--- src/rtl/sev_seg_scan_driver_if.sv ---
// Display-side bundle of the seven-segment scanner: per-digit glyph/control
// inputs from the elevator controller and the registered panel pin outputs.
interface sev_seg_scan_driver_if #(
    parameter int NUM_DIGITS = 4
);
    logic [5*NUM_DIGITS-1:0] digit_codes;
    logic [NUM_DIGITS-1:0]   digit_en;
    logic [NUM_DIGITS-1:0]   blink_en;
    logic [NUM_DIGITS-1:0]   dp_en;
    logic [6:0]              segments;
    logic                    dp;
    logic [NUM_DIGITS-1:0]   select;
    logic                    frame_start;

    modport master (
        output digit_codes, digit_en, blink_en, dp_en,
        input  segments, dp, select, frame_start
    );

    modport slave (
        input  digit_codes, digit_en, blink_en, dp_en,
        output segments, dp, select, frame_start
    );
endinterface

--- src/rtl/sev_seg_scan_driver.sv ---
// Time-multiplexed N-digit common-anode seven-segment driver with a refresh
// prescaler, frame-latched glyph shadows, per-digit blanking/blink and decimal point.
module sev_seg_scan_driver #(
    parameter int NUM_DIGITS   = 4,
    parameter int CLK_DIV      = 100000,
    parameter int BLINK_FRAMES = 64
) (
    input  logic                 clk,
    input  logic                 reset,
    sev_seg_scan_driver_if.slave disp
);
    localparam int IW = (NUM_DIGITS > 1) ? $clog2(NUM_DIGITS) : 1;
    localparam int PW = $clog2(CLK_DIV);
    localparam int BW = (BLINK_FRAMES > 1) ? $clog2(BLINK_FRAMES) : 1;
    localparam logic [IW-1:0] LAST_IDX   = IW'(NUM_DIGITS - 1);
    localparam logic [PW-1:0] LAST_PRESC = PW'(CLK_DIV - 1);
    localparam logic [BW-1:0] LAST_BLINK = BW'(BLINK_FRAMES - 1);

    // Active-low glyph table; unused codes are blank.
    function automatic logic [6:0] decode_glyph(input logic [4:0] code);
        logic [6:0] seg;
        case (code)
            5'h00:   seg = 7'h40;
            5'h01:   seg = 7'h79;
            5'h02:   seg = 7'h24;
            5'h03:   seg = 7'h30;
            5'h04:   seg = 7'h19;
            5'h05:   seg = 7'h12;
            5'h06:   seg = 7'h02;
            5'h07:   seg = 7'h78;
            5'h08:   seg = 7'h00;
            5'h09:   seg = 7'h10;
            5'h0A:   seg = 7'h08;
            5'h0B:   seg = 7'h03;
            5'h0C:   seg = 7'h46;
            5'h0D:   seg = 7'h21;
            5'h0E:   seg = 7'h06;
            5'h0F:   seg = 7'h0E;
            5'h10:   seg = 7'b0100011;
            5'h11:   seg = 7'b1000011;
            5'h12:   seg = 7'b0111111;
            5'h13:   seg = 7'b1011100;
            5'h14:   seg = 7'b1100011;
            default: seg = 7'h7F;
        endcase
        return seg;
    endfunction

    logic [PW-1:0]           r_presc;
    logic [IW-1:0]           r_index;
    logic [5*NUM_DIGITS-1:0] r_sh_code;
    logic [NUM_DIGITS-1:0]   r_sh_en;
    logic [NUM_DIGITS-1:0]   r_sh_blink;
    logic [NUM_DIGITS-1:0]   r_sh_dp;
    logic [BW-1:0]           r_blink_cnt;
    logic                    r_blink_phase;
    logic [6:0]              r_segments;
    logic                    r_dp;
    logic [NUM_DIGITS-1:0]   r_select;
    logic                    r_frame_start;

    logic                    w_tick;
    logic                    w_load;
    logic                    w_visible;
    logic [6:0]              w_segments;
    logic                    w_dp;
    logic [NUM_DIGITS-1:0]   w_select;

    // Scan timing and the next-cycle pin values for the digit currently indexed.
    always_comb begin
        w_tick     = (r_presc == LAST_PRESC);
        w_load     = w_tick && (r_index == LAST_IDX);
        w_visible  = r_sh_en[r_index] && !(r_sh_blink[r_index] && r_blink_phase);
        w_select   = '1;
        w_segments = 7'h7F;
        w_dp       = 1'b1;
        if (w_visible) begin
            w_segments = decode_glyph(r_sh_code[5*int'(r_index) +: 5]);
            w_dp       = !r_sh_dp[r_index];
        end else begin
            w_segments = 7'h7F;
            w_dp       = 1'b1;
        end
        for (int i = 0; i < NUM_DIGITS; i++) begin
            w_select[i] = !(w_visible && (r_index == IW'(i)));
        end
    end

    // Prescaler, digit index, frame shadows, blink timing and registered pins.
    always_ff @(posedge clk) begin
        if (reset) begin
            r_presc       <= '0;
            r_index       <= LAST_IDX;
            r_sh_code     <= '0;
            r_sh_en       <= '0;
            r_sh_blink    <= '0;
            r_sh_dp       <= '0;
            r_blink_cnt   <= '0;
            r_blink_phase <= 1'b0;
            r_segments    <= 7'h7F;
            r_dp          <= 1'b1;
            r_select      <= '1;
            r_frame_start <= 1'b0;
        end else begin
            r_presc       <= w_tick ? '0 : r_presc + PW'(1);
            r_segments    <= w_segments;
            r_dp          <= w_dp;
            r_select      <= w_select;
            r_frame_start <= w_load;
            if (w_tick) begin
                r_index <= (r_index == LAST_IDX) ? '0 : r_index + IW'(1);
            end
            // Inputs are sampled only at the frame boundary so a frame never tears.
            if (w_load) begin
                r_sh_code  <= disp.digit_codes;
                r_sh_en    <= disp.digit_en;
                r_sh_blink <= disp.blink_en;
                r_sh_dp    <= disp.dp_en;
                if (r_blink_cnt == LAST_BLINK) begin
                    r_blink_cnt   <= '0;
                    r_blink_phase <= !r_blink_phase;
                end else begin
                    r_blink_cnt <= r_blink_cnt + BW'(1);
                end
            end
        end
    end

    assign disp.segments    = r_segments;
    assign disp.dp          = r_dp;
    assign disp.select      = r_select;
    assign disp.frame_start = r_frame_start;
endmodule

--- src/flat_wrapper.sv ---
// flat-port wrapper written by rule: the top's interface ports become plain ports
module sev_seg_scan_driver_flat 
#(
    parameter int NUM_DIGITS   = 4,
    parameter int CLK_DIV      = 100000,
    parameter int BLINK_FRAMES = 64
)
  (clk, reset, disp_digit_codes, disp_digit_en, disp_blink_en, disp_dp_en, disp_segments, disp_dp, disp_select, disp_frame_start);
  sev_seg_scan_driver_if #(.NUM_DIGITS(NUM_DIGITS)) disp_i ();
  input  logic clk;
  input  logic reset;
  input wire logic [$bits(disp_i.digit_codes)-1:0] disp_digit_codes;
  input wire logic [$bits(disp_i.digit_en)-1:0] disp_digit_en;
  input wire logic [$bits(disp_i.blink_en)-1:0] disp_blink_en;
  input wire logic [$bits(disp_i.dp_en)-1:0] disp_dp_en;
  output wire logic [$bits(disp_i.segments)-1:0] disp_segments;
  output wire logic [$bits(disp_i.dp)-1:0] disp_dp;
  output wire logic [$bits(disp_i.select)-1:0] disp_select;
  output wire logic [$bits(disp_i.frame_start)-1:0] disp_frame_start;
  assign disp_i.digit_codes = disp_digit_codes;
  assign disp_i.digit_en = disp_digit_en;
  assign disp_i.blink_en = disp_blink_en;
  assign disp_i.dp_en = disp_dp_en;
  assign disp_segments = disp_i.segments;
  assign disp_dp = disp_i.dp;
  assign disp_select = disp_i.select;
  assign disp_frame_start = disp_i.frame_start;
  sev_seg_scan_driver #(.NUM_DIGITS(NUM_DIGITS), .CLK_DIV(CLK_DIV), .BLINK_FRAMES(BLINK_FRAMES)) u_core (.clk(clk), .reset(reset), .disp(disp_i));
endmodule
--- config.mk ---
export PLATFORM = sky130hd
export DESIGN_NAME = sev_seg_scan_driver_flat
export DESIGN_NICKNAME = d
export VERILOG_FILES = /design/src/rtl/sev_seg_scan_driver_if.sv /design/src/rtl/sev_seg_scan_driver.sv /design/src/flat_wrapper.sv
export SDC_FILE = /design/constraint.sdc
export NUM_CORES = 1
export LEC_CHECK = 0
export BUFFER_PORTS_ARGS = -buffer_cell sky130_fd_sc_hd__buf_2
export CORE_ASPECT_RATIO = 1.25
export CORE_UTILIZATION = 57
export CTS_CLUSTER_SIZE = 20
export DETAILED_ROUTE_END_ITERATION = 16
export GPL_TIMING_DRIVEN = 0
export PLACE_DENSITY = 0.79
export RECOVER_POWER = 25
export SYNTH_ARGS = -nofsm -noshare
export SYNTH_HDL_FRONTEND = slang
export SYNTH_SLANG_ARGS = --single-unit
--- constraint.sdc ---
create_clock -name clk -period 3.2 [get_ports clk]
set_input_delay 0.48 -clock clk [delete_from_list [all_inputs] [get_ports clk]]
set_output_delay 0.48 -clock clk [all_outputs]
set_load 0.01 [all_outputs]
==> results by group, run 1 <==
Hold path
  – Hold WC Path Type: in2reg
  – Min-delay src: disp_digit_codes[12]

Setup path
  – Most frequent CP cell: mux2_2
  – Crit path launch: u_core.r_index[1]
  – Crit-path cells: buf_1 > mux2i_1 > mux2_2 > ha_1 > inv_1 > mux2_2 > a2111oi_2 > o211ai_1
  – Reg-to-Reg Start: u_core.r_index[1]
  – Crit-path slowest cell: a2111oi_2
  – Kind of cell adding the most delay to the critical path: multiplexers
  – Crit. End Element: flip-flop
  – Critical Path RT: 3400 ps
  – Startpoint types: flip-flop
  – Critical Path AT: 3130 ps
  – Kind of critical path: reg2reg
  – Max FO, Critical Path: 10
  – Max incr delay on CP: ~590 ps
  – Crit path buf inv count: 2

Global route
  – Vias in the first global route: approximately 2800
  – Total grt overflow: 0
  – GRT Total Usage: 0.266
  – Initial antenna violation count: 0
  – Largest net degree at the start of global routing: 13
  – First-pass GRT wire length: 12700 um

Synthesis
  – Ys Warns: 0
  – Syn Nets: 424
  – Mapped Area: 0.00329 mm2
  – Syn Inst Count: 378
  – Post-synth EDFFs: 0
  – Mapped Avg Cell Area: 8.71 um2
  – Post-synth cell types: 49
  – Ys flop type: dfxtp_1
  – Synthesized flop and latch total: around 70
  – Post-synth ARST share: 0
  – Seq/Total Area, Yosys: 0.432

Layout
  – Highest-count cells in the layout ignoring fill and taps: dfxtp_1, a21oi_1, o21ai_0
  – Number of diodes: 0
  – Final instance area: 0.00378 mm2
  – Final core utilization: 0.691
  – Commonest non-fill, non-tap cell in the layout: dfxtp_1
  – Nets@finish: 480
  – Layout cell share with drive strength beyond 1: 0.153
  – Finished Layout Cells: 503
  – Synthesis-to-finish area growth: 15.0%
  – # fillers: between 400 and 500

Die
  – Die height: 87.0 um
  – Total Die Area: 0.00608 mm2
  – Initial Utilization: 0.600
  – Cell Rows: 30
  – I/O Pins: 47
  – Die Wd: 70.0 um
  – Core area: 0.00548 mm2

Placed design
  – Placed cell count: 487
  – DP HPWL: 5550 um
  – Pre-CTS WS: ~310 ps
  – Number of buffers added on ports: 45
  – RePlAce Congestion: around 0.95
  – Placed Area: 0.00360 mm2

Clocking
  – # resized after CTS: 0
  – CTS max path bufs: 2
  – Hold buffers post-CTS: 0
  – CTS clock-pin slew for the worst setup and hold paths: 70 ps
  – TritonCTS clock tree: built
  – Clk Latency, worst-skew pair: 350 ps
  – Post-CTS setup buffer count: 0
  – H-tree levels: 3
  – Clk root buf: clkbuf_8
  – CTS Sinks: 71
  – Total CTS buffers: 9

Timing
  – Final Max Tran Viols: 0
  – Final Skew: 8.78 ps
  – Unrepaired setup endpoints after global routing: false
  – Endpoints failing setup: 0
  – Max_slew headroom: 0.415
  – Fin. Hold Viols: 0
  – Final hold slack: 380 ps
  – Setup ws final: approximately 280 ps
  – Final period util: 0.914
  – Tmin final: 2920 ps
  – Final setup TNS: 0 ps
  – Highest clock rate: 342 MHz
  – Worst slew pin tran: 870 ps

Detailed routing
  – Vias per Instance: 6.07
  – Routed WL per cell: between 15 and 20 um
  – Pre-Repair DR Iteration Count: 4
  – Via count: around 3100
  – DR DRC count: 0
  – Routed Antenna Nets: 0
  – Starting DRC count in detailed routing: 174
  – Total wire length: just under 8000 um

Pwr
  – Leak: 1.33 nW
  – Maximum VDD drop: 0.414 mV
  – Tot Pwr: ~1.7 mW
  – Power Density: 441 mW/mm2

Flow run
  – Max-Cap Viols: 0

Run status
  – Status: completed
-- registers in the layout, indices dropped and copies added, names as in the netlist --
signal,count
u_core.r_index,2
u_core.disp.select,4
u_core.r_sh_blink,4
u_core.r_sh_code,20
u_core.r_sh_dp,4
u_core.disp.frame_start,1
u_core.r_sh_en,4
u_core.disp.segments,7
u_core.disp.dp,1
u_core.r_blink_phase,1
u_core.r_presc,17
u_core.r_blink_cnt,6
-- cells by family after synthesis --
logic type | synth area share
simple gates | 0.198
compound gates | 0.194
flops | 0.432
buf+inv | 0.0475
mux | 0.0570
fa+ha+maj | 0.0456
xor+xnor | 0.0266
-- worst min-delay path, cell delays in order --
cell,delay [ps]
buf_2,90
nand3_1,50
a21oi_1,60
-- area by class of cell --
type	instances	area [um2]	share of cell area
Timing Repair Buffer	45	209	0.0552
Clock buffer	11	151	0.0400
Sequential cell	71	1420	0.376
Tap cell	64	80.1	0.0212
Clock inverter	5	56.3	0.0149
Buffer	28	109	0.0288
Inverter	12	45.0	0.0119
Multi-Input combinational cell	267	1710	0.453
-- cells in the mapped netlist, drive strengths merged (5+ instances only) --
library cell | number | area share
clkbuf | 22 | 0.025
nor2 | 17 | 0.019
buf | 6 | 0.0084
dfxtp | 71 | 0.43
mux4 | 5 | 0.034
a21oi | 49 | 0.075
inv | 12 | 0.014
nand4 | 7 | 0.013
nand3 | 38 | 0.058
ha | 12 | 0.046
nand2 | 16 | 0.018
xnor2 | 6 | 0.016
o21ai | 43 | 0.065
nor3 | 9 | 0.014
-- power breakdown --
group | switching (mW) | internal [mW] | leakage [nW] | total (mW)
clock network | 0.334 | 0.401 | 0.105 | 0.735
registers | 0.00377 | 0.886 | 0.573 | 0.890
logic | 0.0233 | 0.0194 | 0.651 | 0.0427
total | 0.361 | 1.31 | 1.33 | 1.67
-- final timing paths --
path	to	slack, ps	depth (start not counted)
worst min-delay path	u_core.r_sh_code[12]	380	3
worst max register to register	u_core.disp.segments[4]	280	8
worst min register to register	u_core.r_presc[0]	470	1
worst max-delay path	u_core.disp.segments[4]	280	8
-- layer usage --
layer  GRT usage  wire length (um)  vias up
li1            -                 -     1485
met2       0.475              3960      102
met1       0.300              3130     1457
met3      0.0787               481       10
met4      0.0964               113        0
met5           0                 0        -
Power figures use the tool's default switching activity.
==> run 2, diff against run 1 <==
Settings changed: CORE_UTILIZATION 57 to 64, CTS_BUF_LIST set to sky130_fd_sc_hd__clkbuf_4 sky130_fd_sc_hd__clkbuf_8, PLACE_DENSITY 0.79 to 0.88.
Clock period 3.2 ns to 3.5 ns, I/O delays scaled along.
==> results by group, run 2 (synthesis results as in run 1) <==
Timing
  – Unrepaired setup endpoints after global routing: false
  – Final Max Tran Viols: 0
  – Endpoints failing setup: 0
  – Highest clock rate: 341 MHz
  – Tmin final: 2930 ps
  – Final setup TNS: 0 ps
  – Worst slew pin tran: around 900 ps
  – Fin. Hold Viols: 0
  – Max_slew headroom: 0.392
  – Final period util: 0.837
  – Final Skew: about 9 ps
  – Setup ws final: about 570 ps

Die
  – Cell Rows: 28
  – Die Wd: about 66 um
  – Total Die Area: roughly 0.0054 mm2
  – Core area: 0.00483 mm2
  – I/O Pins: 47
  – Die height: 82.2 um
  – Initial Utilization: 0.681

Setup path
  – Crit. End Element: flip-flop
  – Crit-path cells: buf_1 > mux2i_1 > mux2_2 > ha_1 > inv_1 > mux2_2 > a2111oi_2 > o211ai_1
  – Kind of cell adding the most delay to the critical path: multiplexers
  – Critical Path RT: 3710 ps
  – Most frequent CP cell: mux2_2
  – Crit-path slowest cell: a2111oi_2
  – Max FO, Critical Path: 10
  – Crit path buf inv count: 2
  – WP depth: 8
  – Kind of critical path: reg2reg
  – Number of cells on the worst reg-to-reg path: 8
  – Max incr delay on CP: around 550 ps
  – Crit path launch: u_core.r_index[1]
  – Startpoint types: flip-flop
  – Reg-to-Reg Start: u_core.r_index[1]
  – Critical Path AT: approximately 3100 ps

Hold path
  – Hold WC Path Type: in2reg
  – Min-delay src: disp_digit_codes[10]
  – Worst Hold Depth: 3

Clocking
  – # resized after CTS: 0
  – H-tree levels: 3
  – Post-CTS setup buffer count: 0
  – CTS clock-pin slew for the worst setup and hold paths: around 70 ps
  – TritonCTS clock tree: built
  – Clk root buf: clkbuf_8
  – Clk Latency, worst-skew pair: 360 ps
  – Total CTS buffers: 9
  – CTS Sinks: 71
  – CTS max path bufs: 2
  – Hold buffers post-CTS: 0

Global route
  – Vias in the first global route: 2787
  – Initial antenna violation count: 0
  – First-pass GRT wire length: 12100 um
  – GRT Total Usage: 0.295
  – Total grt overflow: 0
  – Largest net degree at the start of global routing: 11

Flow run
  – Max-Cap Viols: 0

Detailed routing
  – Routed WL per cell: 15.3 um
  – Via count: 3016
  – Pre-Repair DR Iteration Count: 5
  – Starting DRC count in detailed routing: 196
  – Total wire length: about 7600 um
  – DR DRC count: 0
  – Vias per Instance: 6.07
  – Routed Antenna Nets: 0

Placed design
  – Pre-CTS WS: 629 ps
  – Number of buffers added on ports: 45
  – DP HPWL: between 5000 and 6000 um
  – Placed Area: 0.00359 mm2
  – RePlAce Congestion: about 0.94

Layout
  – Number of diodes: 0
  – Final instance area: 0.00376 mm2
  – Final core utilization: 0.778
  – Synthesis-to-finish area growth: 14.3%
  – Highest-count cells in the layout ignoring fill and taps: dfxtp_1, a21oi_1, o21ai_0
  – Commonest non-fill, non-tap cell in the layout: dfxtp_1
  – Layout cell share with drive strength beyond 1: 0.149
  – Reg with most FFs: u_core.r_sh_code
  – Flip-flop count of the largest register after layout: 20
  – Nets@finish: 480
  – # fillers: 359

Pwr
  – Leak: ~1.3 nW
  – Maximum VDD drop: 0.347 mV
  – Power Density: 399 mW/mm2

Run status
  – Status: completed
## run 2: changes by cell type in the layout (fill, tap and decap cells not counted), sizes merged
cell,change
clkbuf,+2
clkinvlp,-1
clkinv,-3
## run 2: worst reg2reg max path: stages, from the launching register on
cell	delay (ps)
dfxtp_1	470
buf_1	490
mux2i_1	270
mux2_2	280
ha_1	230
inv_1	60
mux2_2	270
a2111oi_2	550
o211ai_1	160
## run 2: power by group
group / switching, mW / internal, mW
clock network: 0.285 / 0.365
logic: 0.0211 / 0.0178
registers: 0.00350 / 0.811
total: 0.309 / 1.19
## run 2: metrics by stage
stage	hold WS, ps	instances	total power [mW]
after floorplan	437	378	0.847
after detailed placement	464	483	0.871
after global routing	432	497	1.55
after CTS	424	497	1.50
after global placement	450	483	0.870
final	422	497	1.50
## run 2: routing by layer
metal  wire length, um  global-route usage
met4               222               0.189
met5                 0                   0
met3               329              0.0453
met2              3900               0.516
met1              3150               0.333
## run 2: worst paths after layout
check,to,slack (ps)
max,u_core.disp.segments[4],570
min,u_core.r_sh_code[10],420
max reg2reg,u_core.disp.segments[4],570
min reg2reg,u_core.r_sh_en[0],470
## run 2: cell type report
type,instances,area [um2],area share
multi-input combinational,267,1710,0.455
sequential,71,1420,0.378
timing repair buffer,45,209,0.0555
clock buffer,13,160,0.0426
buffer,28,109,0.0289
tap,60,75.1,0.0200
inverter,12,45.0,0.0120
clock inverter,1,30.0,0.00798
